## config.mk

```make
export PLATFORM = sky130hd
export DESIGN_NAME = fetch_block
export DESIGN_NICKNAME = d
export VERILOG_FILES = /design/src/rtl/general_defs_pkg.sv /design/src/rtl/fetch_buffer.sv /design/src/rtl/fetch_block.sv
export SDC_FILE = /design/constraint.sdc
export NUM_CORES = 1
export LEC_CHECK = 0
export ABC_AREA = 1
export CAP_MARGIN = 20
export CORE_AREA = 2 2 164 166
export DETAILED_ROUTE_END_ITERATION = 10
export DIE_AREA = 0 0 166 168
export GPL_TIMING_DRIVEN = 0
export PLACE_DENSITY = 0.67
export REMOVE_ABC_BUFFERS = 1
export SLEW_MARGIN = 10
export SYNTH_ARGS = -nofsm -noshare
export SYNTH_HDL_FRONTEND = slang
export SYNTH_HIERARCHICAL = 1
export SYNTH_SLANG_ARGS = --single-unit
```

## constraint.sdc

```tcl
create_clock -name clk_i -period 8 [get_ports clk_i]
set_clock_uncertainty 0.1 [all_clocks]
set_input_delay 2.4 -clock clk_i [delete_from_list [all_inputs] [get_ports clk_i]]
set_output_delay 2.4 -clock clk_i [all_outputs]
set_load 0.03 [all_outputs]
```

## src/rtl/general_defs_pkg.sv

```systemverilog
// -----------------------------------------------------------------------------
// general_defs_pkg
// Shared CPU-wide type definitions plus the fetch-stage additions:
//   WORD, instruction         - datapath word and Thumb halfword types
//   stall_pipeline_sig        - decode-to-fetch stall request
//   flush_pipeline_sig        - pipeline redirect request
//   FETCH_FIFO_DEPTH          - default prefetch FIFO depth / fetch credit
//   fetch_entry               - one buffered fetch: address plus halfword
// -----------------------------------------------------------------------------
package general_defs_pkg;

   typedef logic [31:0] WORD;
   typedef logic [15:0] instruction;
   typedef logic        stall_pipeline_sig;
   typedef logic        flush_pipeline_sig;

   localparam int FETCH_FIFO_DEPTH = 2;

   typedef struct packed {
      WORD        addr;
      instruction instr;
   } fetch_entry;

endpackage

```

## src/rtl/fetch_buffer.sv

```systemverilog
// -----------------------------------------------------------------------------
// fetch_buffer
// Synchronous prefetch FIFO of fetch_entry records.
// Ports:
//   clk_i, reset_i  clock, asynchronous active-high reset
//   push_i          write push_data_i at the tail (ignored when full)
//   pop_i           drop the head entry (ignored when empty)
//   clear_i         empty the FIFO; overrides push and pop
//   push_data_i     entry to write
//   full_o, empty_o occupancy flags
//   count_o         number of valid entries
//   head_o          oldest entry, valid whenever empty_o is low
// -----------------------------------------------------------------------------
module fetch_buffer
   import general_defs_pkg::*;
#(
   parameter int DEPTH = FETCH_FIFO_DEPTH
) (
   input  logic                       clk_i,
   input  logic                       reset_i,
   input  logic                       push_i,
   input  logic                       pop_i,
   input  logic                       clear_i,
   input  fetch_entry                 push_data_i,
   output logic                       full_o,
   output logic                       empty_o,
   output logic [$clog2(DEPTH+1)-1:0] count_o,
   output fetch_entry                 head_o
);

   localparam int PW = (DEPTH > 1) ? $clog2(DEPTH) : 1;
   localparam int CW = $clog2(DEPTH + 1);

   fetch_entry    mem_q [DEPTH];
   logic [PW-1:0] wr_ptr_q, wr_ptr_d;
   logic [PW-1:0] rd_ptr_q, rd_ptr_d;
   logic [CW-1:0] count_q, count_d;
   logic          do_push, do_pop;

   // Explicit wrap so non-power-of-two depths work.
   function automatic logic [PW-1:0] ptr_inc(input logic [PW-1:0] p);
      return (p == PW'(DEPTH - 1)) ? '0 : p + PW'(1);
   endfunction

   assign full_o  = (count_q == CW'(DEPTH));
   assign empty_o = (count_q == '0);
   assign count_o = count_q;
   assign head_o  = mem_q[rd_ptr_q];
   assign do_push = push_i && !full_o && !clear_i;
   assign do_pop  = pop_i && !empty_o && !clear_i;

   always_comb begin
      // NOTE: every output of a combinational block gets a default first, so no path leaves it unassigned and infers a latch.
      wr_ptr_d = wr_ptr_q;
      rd_ptr_d = rd_ptr_q;
      count_d  = count_q;
      if (clear_i) begin
         wr_ptr_d = '0;
         rd_ptr_d = '0;
         count_d  = '0;
      end else begin
         if (do_push) wr_ptr_d = ptr_inc(wr_ptr_q);
         if (do_pop)  rd_ptr_d = ptr_inc(rd_ptr_q);
         count_d = count_q + CW'(do_push) - CW'(do_pop);
      end
   end

   // NOTE: state registers use non-blocking assignments so every flop samples pre-edge values, independent of statement order.
   always_ff @(posedge clk_i or posedge reset_i) begin
      if (reset_i) begin
         wr_ptr_q <= '0;
         rd_ptr_q <= '0;
         count_q  <= '0;
      end else begin
         wr_ptr_q <= wr_ptr_d;
         rd_ptr_q <= rd_ptr_d;
         count_q  <= count_d;
      end
   end

   // NOTE: storage is deliberately not reset; the pointers and count define which entries are meaningful.
   always_ff @(posedge clk_i) begin
      if (do_push) mem_q[wr_ptr_q] <= push_data_i;
   end

endmodule

```

## src/rtl/fetch_block.sv

```systemverilog
// -----------------------------------------------------------------------------
// fetch_block
// Instruction fetch stage: owns the fetch PC, issues halfword reads over a
// req/gnt/rvalid handshake, buffers responses in fetch_buffer and presents one
// instruction per cycle through a registered fetch/decode boundary.
// Ports:
//   clk_i, reset_i          clock, asynchronous active-high reset
//   stall_i                 decode stall; output register holds
//   flush_i                 redirect to branch_target_i, discard in-flight work
//   branch_target_i         redirect address (bit 0 ignored)
//   imem_req_o/imem_addr_o  fetch request and halfword address (= fetch PC)
//   imem_gnt_i              request accepted this cycle
//   imem_rvalid_i/rdata_i   in-order response
//   instruction_o           instruction to decode
//   program_counter_o       instruction address + 4
//   is_valid_o              output register holds a live instruction
// -----------------------------------------------------------------------------
module fetch_block
   import general_defs_pkg::*;
#(
   parameter WORD RESET_PC   = 32'h0000_0000,
   parameter int  FIFO_DEPTH = FETCH_FIFO_DEPTH
) (
   input  logic              clk_i,
   input  logic              reset_i,
   input  stall_pipeline_sig stall_i,
   input  flush_pipeline_sig flush_i,
   input  WORD               branch_target_i,
   output logic              imem_req_o,
   output WORD               imem_addr_o,
   input  logic              imem_gnt_i,
   input  logic              imem_rvalid_i,
   input  logic [15:0]       imem_rdata_i,
   output instruction        instruction_o,
   output WORD               program_counter_o,
   output logic              is_valid_o
);

   localparam int  CW       = $clog2(FIFO_DEPTH + 1);
   localparam WORD START_PC = {RESET_PC[31:1], 1'b0};

   WORD           pc_q, pc_d;             // next address to request
   WORD           resp_pc_q, resp_pc_d;   // address of the next live response
   logic [CW-1:0] outstanding_q, outstanding_d;
   logic [CW-1:0] drop_q, drop_d;
   instruction    instr_q, instr_d;
   WORD           pc_out_q, pc_out_d;
   logic          valid_q, valid_d;

   logic          granted, resp_live, push, pop;
   logic [CW:0]   credit_used;
   WORD           target_pc;
   fetch_entry    push_entry, head;
   logic          fifo_full, fifo_empty;
   logic [CW-1:0] fifo_count;
   logic          unused_sink;

   // Responses owed to pre-flush requests arrive first (in order) and are swallowed.
   assign resp_live   = imem_rvalid_i && (drop_q == '0);
   assign push        = resp_live && !flush_i;
   assign pop         = !stall_i && !flush_i && !fifo_empty;
   assign target_pc   = {branch_target_i[31:1], 1'b0};
   assign push_entry  = '{addr: resp_pc_q, instr: imem_rdata_i};

   // A slot popped this cycle is free again, so it is not counted against credit.
   assign credit_used = {1'b0, outstanding_q} + {1'b0, fifo_count} - (CW+1)'(pop);
   assign imem_req_o  = !reset_i && !flush_i && (credit_used < (CW+1)'(FIFO_DEPTH));
   assign imem_addr_o = pc_q;
   assign granted     = imem_req_o && imem_gnt_i;

   assign instruction_o     = instr_q;
   assign program_counter_o = pc_out_q;
   assign is_valid_o        = valid_q;

   // fifo_full only serves observation of the overflow invariant.
   assign unused_sink = ^{branch_target_i[0], fifo_full};

   fetch_buffer #(
      .DEPTH (FIFO_DEPTH)
   ) u_buffer (
      .clk_i       (clk_i),
      .reset_i     (reset_i),
      .push_i      (push),
      .pop_i       (pop),
      .clear_i     (flush_i),
      .push_data_i (push_entry),
      .full_o      (fifo_full),
      .empty_o     (fifo_empty),
      .count_o     (fifo_count),
      .head_o      (head)
   );

   always_comb begin
      pc_d          = pc_q;
      resp_pc_d     = resp_pc_q;
      outstanding_d = outstanding_q;
      drop_d        = drop_q;
      instr_d       = instr_q;
      pc_out_d      = pc_out_q;
      valid_d       = valid_q;
      if (flush_i) begin
         pc_d          = target_pc;
         resp_pc_d     = target_pc;
         outstanding_d = '0;
         // Every response still owed becomes stale; one is consumed right now if rvalid is up.
         drop_d        = CW'({1'b0, drop_q} + {1'b0, outstanding_q} - (CW+1)'(imem_rvalid_i));
         valid_d       = 1'b0;
      end else begin
         if (granted) pc_d = pc_q + 32'd2;
         if (push)    resp_pc_d = resp_pc_q + 32'd2;
         outstanding_d = outstanding_q + CW'(granted) - CW'(resp_live);
         if (imem_rvalid_i && (drop_q != '0)) drop_d = drop_q - CW'(1);
         if (!stall_i) begin
            valid_d = !fifo_empty;
            if (!fifo_empty) begin
               instr_d  = head.instr;
               pc_out_d = head.addr + 32'd4;
            end
         end
      end
   end

   always_ff @(posedge clk_i or posedge reset_i) begin
      if (reset_i) begin
         pc_q          <= START_PC;
         resp_pc_q     <= START_PC;
         outstanding_q <= '0;
         drop_q        <= '0;
         instr_q       <= '0;
         pc_out_q      <= '0;
         valid_q       <= 1'b0;
      end else begin
         pc_q          <= pc_d;
         resp_pc_q     <= resp_pc_d;
         outstanding_q <= outstanding_d;
         drop_q        <= drop_d;
         instr_q       <= instr_d;
         pc_out_q      <= pc_out_d;
         valid_q       <= valid_d;
      end
   end

endmodule

```

==> flow_summary.json <==
{
  "grt_overflow": 0,
  "syn_avg_cell_area_um2": 7.82,
  "finalSetupTns_ns": 0,
  "rsz0062_at_grt": "no",
  "antenna_found_initial": 0,
  "crit_path_cell_trace": "buf_2, nor3_4, ha_1, inv_1, nand2_1, fa_1, xor2_1, inv_1, nor2_1, clkdlybuf4s50_1",
  "reg2regPathDepth": 10,
  "hold_ws_ns": 0.370,
  "end_kind": "output pin",
  "drive_above_1_share_pct": 5.33,
  "first_pass_iters": 5,
  "routedWlPerCell_um": 14.2,
  "ctsLongestPathBuffers": 3,
  "crit_top_cell": "inv_1",
  "path_class": "in -> out",
  "die_h_um": 168,
  "slowest_stage": "buf_2",
  "placed_cell_area_um2": 13000,
  "design_area_um2": 13800,
  "final.period_utilization_pct": 94.3,
  "final_util_pct": 52.2,
  "grt_use_met2_pct": 32.1,
  "power_density_nw_per_um2": 271,
  "cts_buffers": 23,
  "antenna_cells": 0,
  "grt_max_degree": 70,
  "cts_hold_buf": 0,
  "antenna_left": 0,
  "min_path_cells": 2,
  "cts_sinks": 215,
  "globalplace.congestion": 0.923,
  "yosysWarnings": 6,
  "io_pins": 136,
  "grt_pass1_wl_mm": 44.2,
  "drt_iter0_drc": 595,
  "maxCapViolCount": 0,
  "grt_pass1_vias": 8825,
  "syn_area_um2": 11300,
  "finalSetupViolations": 0,
  "root_buffer": "clkbuf_16",
  "status": "finished, final reports clean",
  "nets": 1644,
  "cp_data_arrival_time_ns": 5.05,
  "routed_wl_mm": 27.4,
  "crit_path_max_fanout": 44,
  "cts.repair.resized": 0,
  "fmax_mhz": 133,
  "slowest_delay_ns": 0.67,
  "final_max_slew_viol_count": 0,
  "area_growth_pct": 21.8,
  "n_fill_cell": 2441,
  "place_hpwl_mm": 19.6,
  "port_buffers": 133,
  "met1_usage_pct": 26.4,
  "ir_drop_mv": 0.187,
  "cts.clk_slew.worst_paths_ns": 0.06,
  "slew-limit-headroom_pct": 36.3,
  "min_period_ns": 7.55,
  "initial_core_util_pct": 42.9,
  "hp-class": "reg -> reg",
  "fp.dieW_um": 166,
  "vias": 9400,
  "gr-usage-met3_pct": 2.56,
  "grt_use_total_pct": 19.3,
  "cp-start-kind": "input port",
  "synth_cells": 1446,
  "via_per_inst": 4.86,
  "drcViolationCount": 0,
  "cts_tree": "yes",
  "postCtsSetupBuffers": 0,
  "insertion_delay_ns": 0.51,
  "htreeDepth": 1,
  "row_count": 60,
  "worst_pin_slew_ns": 0.956,
  "cp_data_required_time_ns": 5.50,
  "hold_viol_final": 0,
  "p_total_uw": 3730,
  "dieArea_um2": 27900,
  "p_leak_uw": 0.00617,
  "coreArea_um2": 26400,
  "grt_busiest_layer": "met2"
}
registers in the layout, summed over array words and instances (netlist names), 2 cells and up:
register,cells
drop_q,2
program_counter_o,32
imem_addr_o,31
instruction_o,16
outstanding_q,2
u_buffer/mem_q,96
u_buffer/count_o,2
resp_pc_q,31
path summary, 6_finish.rpt:
kind	startpoint	to	slack, ns
min in group asynchronous	reset_i	u_buffer/wr_ptr_q	2.10
worst min-delay path	instruction_o[12]	instruction_o[12]	0.37
worst max-delay path	flush_i	imem_req_o	0.45
worst max register to register	drop_q[1]	u_buffer/mem_q[1][41]	4.70
worst min register to register	instruction_o[12]	instruction_o[12]	0.37
max in group asynchronous	reset_i	program_counter_o[29]	4.87
metrics by stage:
stage | setup WS [ns] | instances
final | 0.454 | 1935
after global placement | -2.21 | 1886
after floorplan | -0.0719 | 1412
after detailed placement | 0.0917 | 1892
after global routing | 0.273 | 1935
after CTS | 0.0915 | 1934
cell type report:
cell class                 instances  area (um2)  share of cell area, %
sequential                       215        5860                   42.6
clock buffer                      30         664                   4.83
tap                              341         427                   3.10
timing repair buffer             140        1460                   10.6
clock inverter                    12         106                  0.773
multi-input combinational       1058        4720                   34.3
inverter                         139         529                   3.84
critical path, delay by kind of cell:
kind	cells	cell delay, ns
xor+xnor	1	0.28
buf+inv	4	1.46
simple gates	3	0.20
fa+ha+maj	2	0.69
power by group:
group | switching [uW] | leakage [uW] | internal, uW
clock network | 444 | 0.000379 | 624
logic | 670 | 0.00343 | 439
registers | 181 | 0.00236 | 1370
total | 1300 | 0.00617 | 2430
per-layer routing:
metal | wire length [um] | vias to the layer above
met5 | 0 | -
met1 | 12600 | 4268
met2 | 12700 | 263
met3 | 1310 | 54
met4 | 829 | 0
li1 | - | 4815
placed cells by master, fill, tap and decap left out, types with 3 or more instances in the layout:
cell type / instances
o21ai_0: 39
conb_1: 3
clkbuf_16: 25
clkbuf_1: 3
inv_6: 3
o211ai_1: 9
ha_1: 12
clkinv_4: 3
xor2_1: 20
nand4_1: 6
dfrtp_1: 118
nand2_1: 667
clkdlybuf4s50_1: 132
nand3_2: 4
o21bai_1: 6
nor2_4: 8
nor3_1: 3
clkinv_2: 3
nor2_2: 7
xnor2_1: 12
nand3_1: 76
nor2_1: 131
inv_1: 129
edfxtp_1: 96
o21ai_1: 18
and2_1: 3
inv_2: 8
nand3b_1: 10
a31oi_1: 4
a21oi_1: 7
nand2_2: 6
Note: power is estimated with default switching activity, not from simulation.
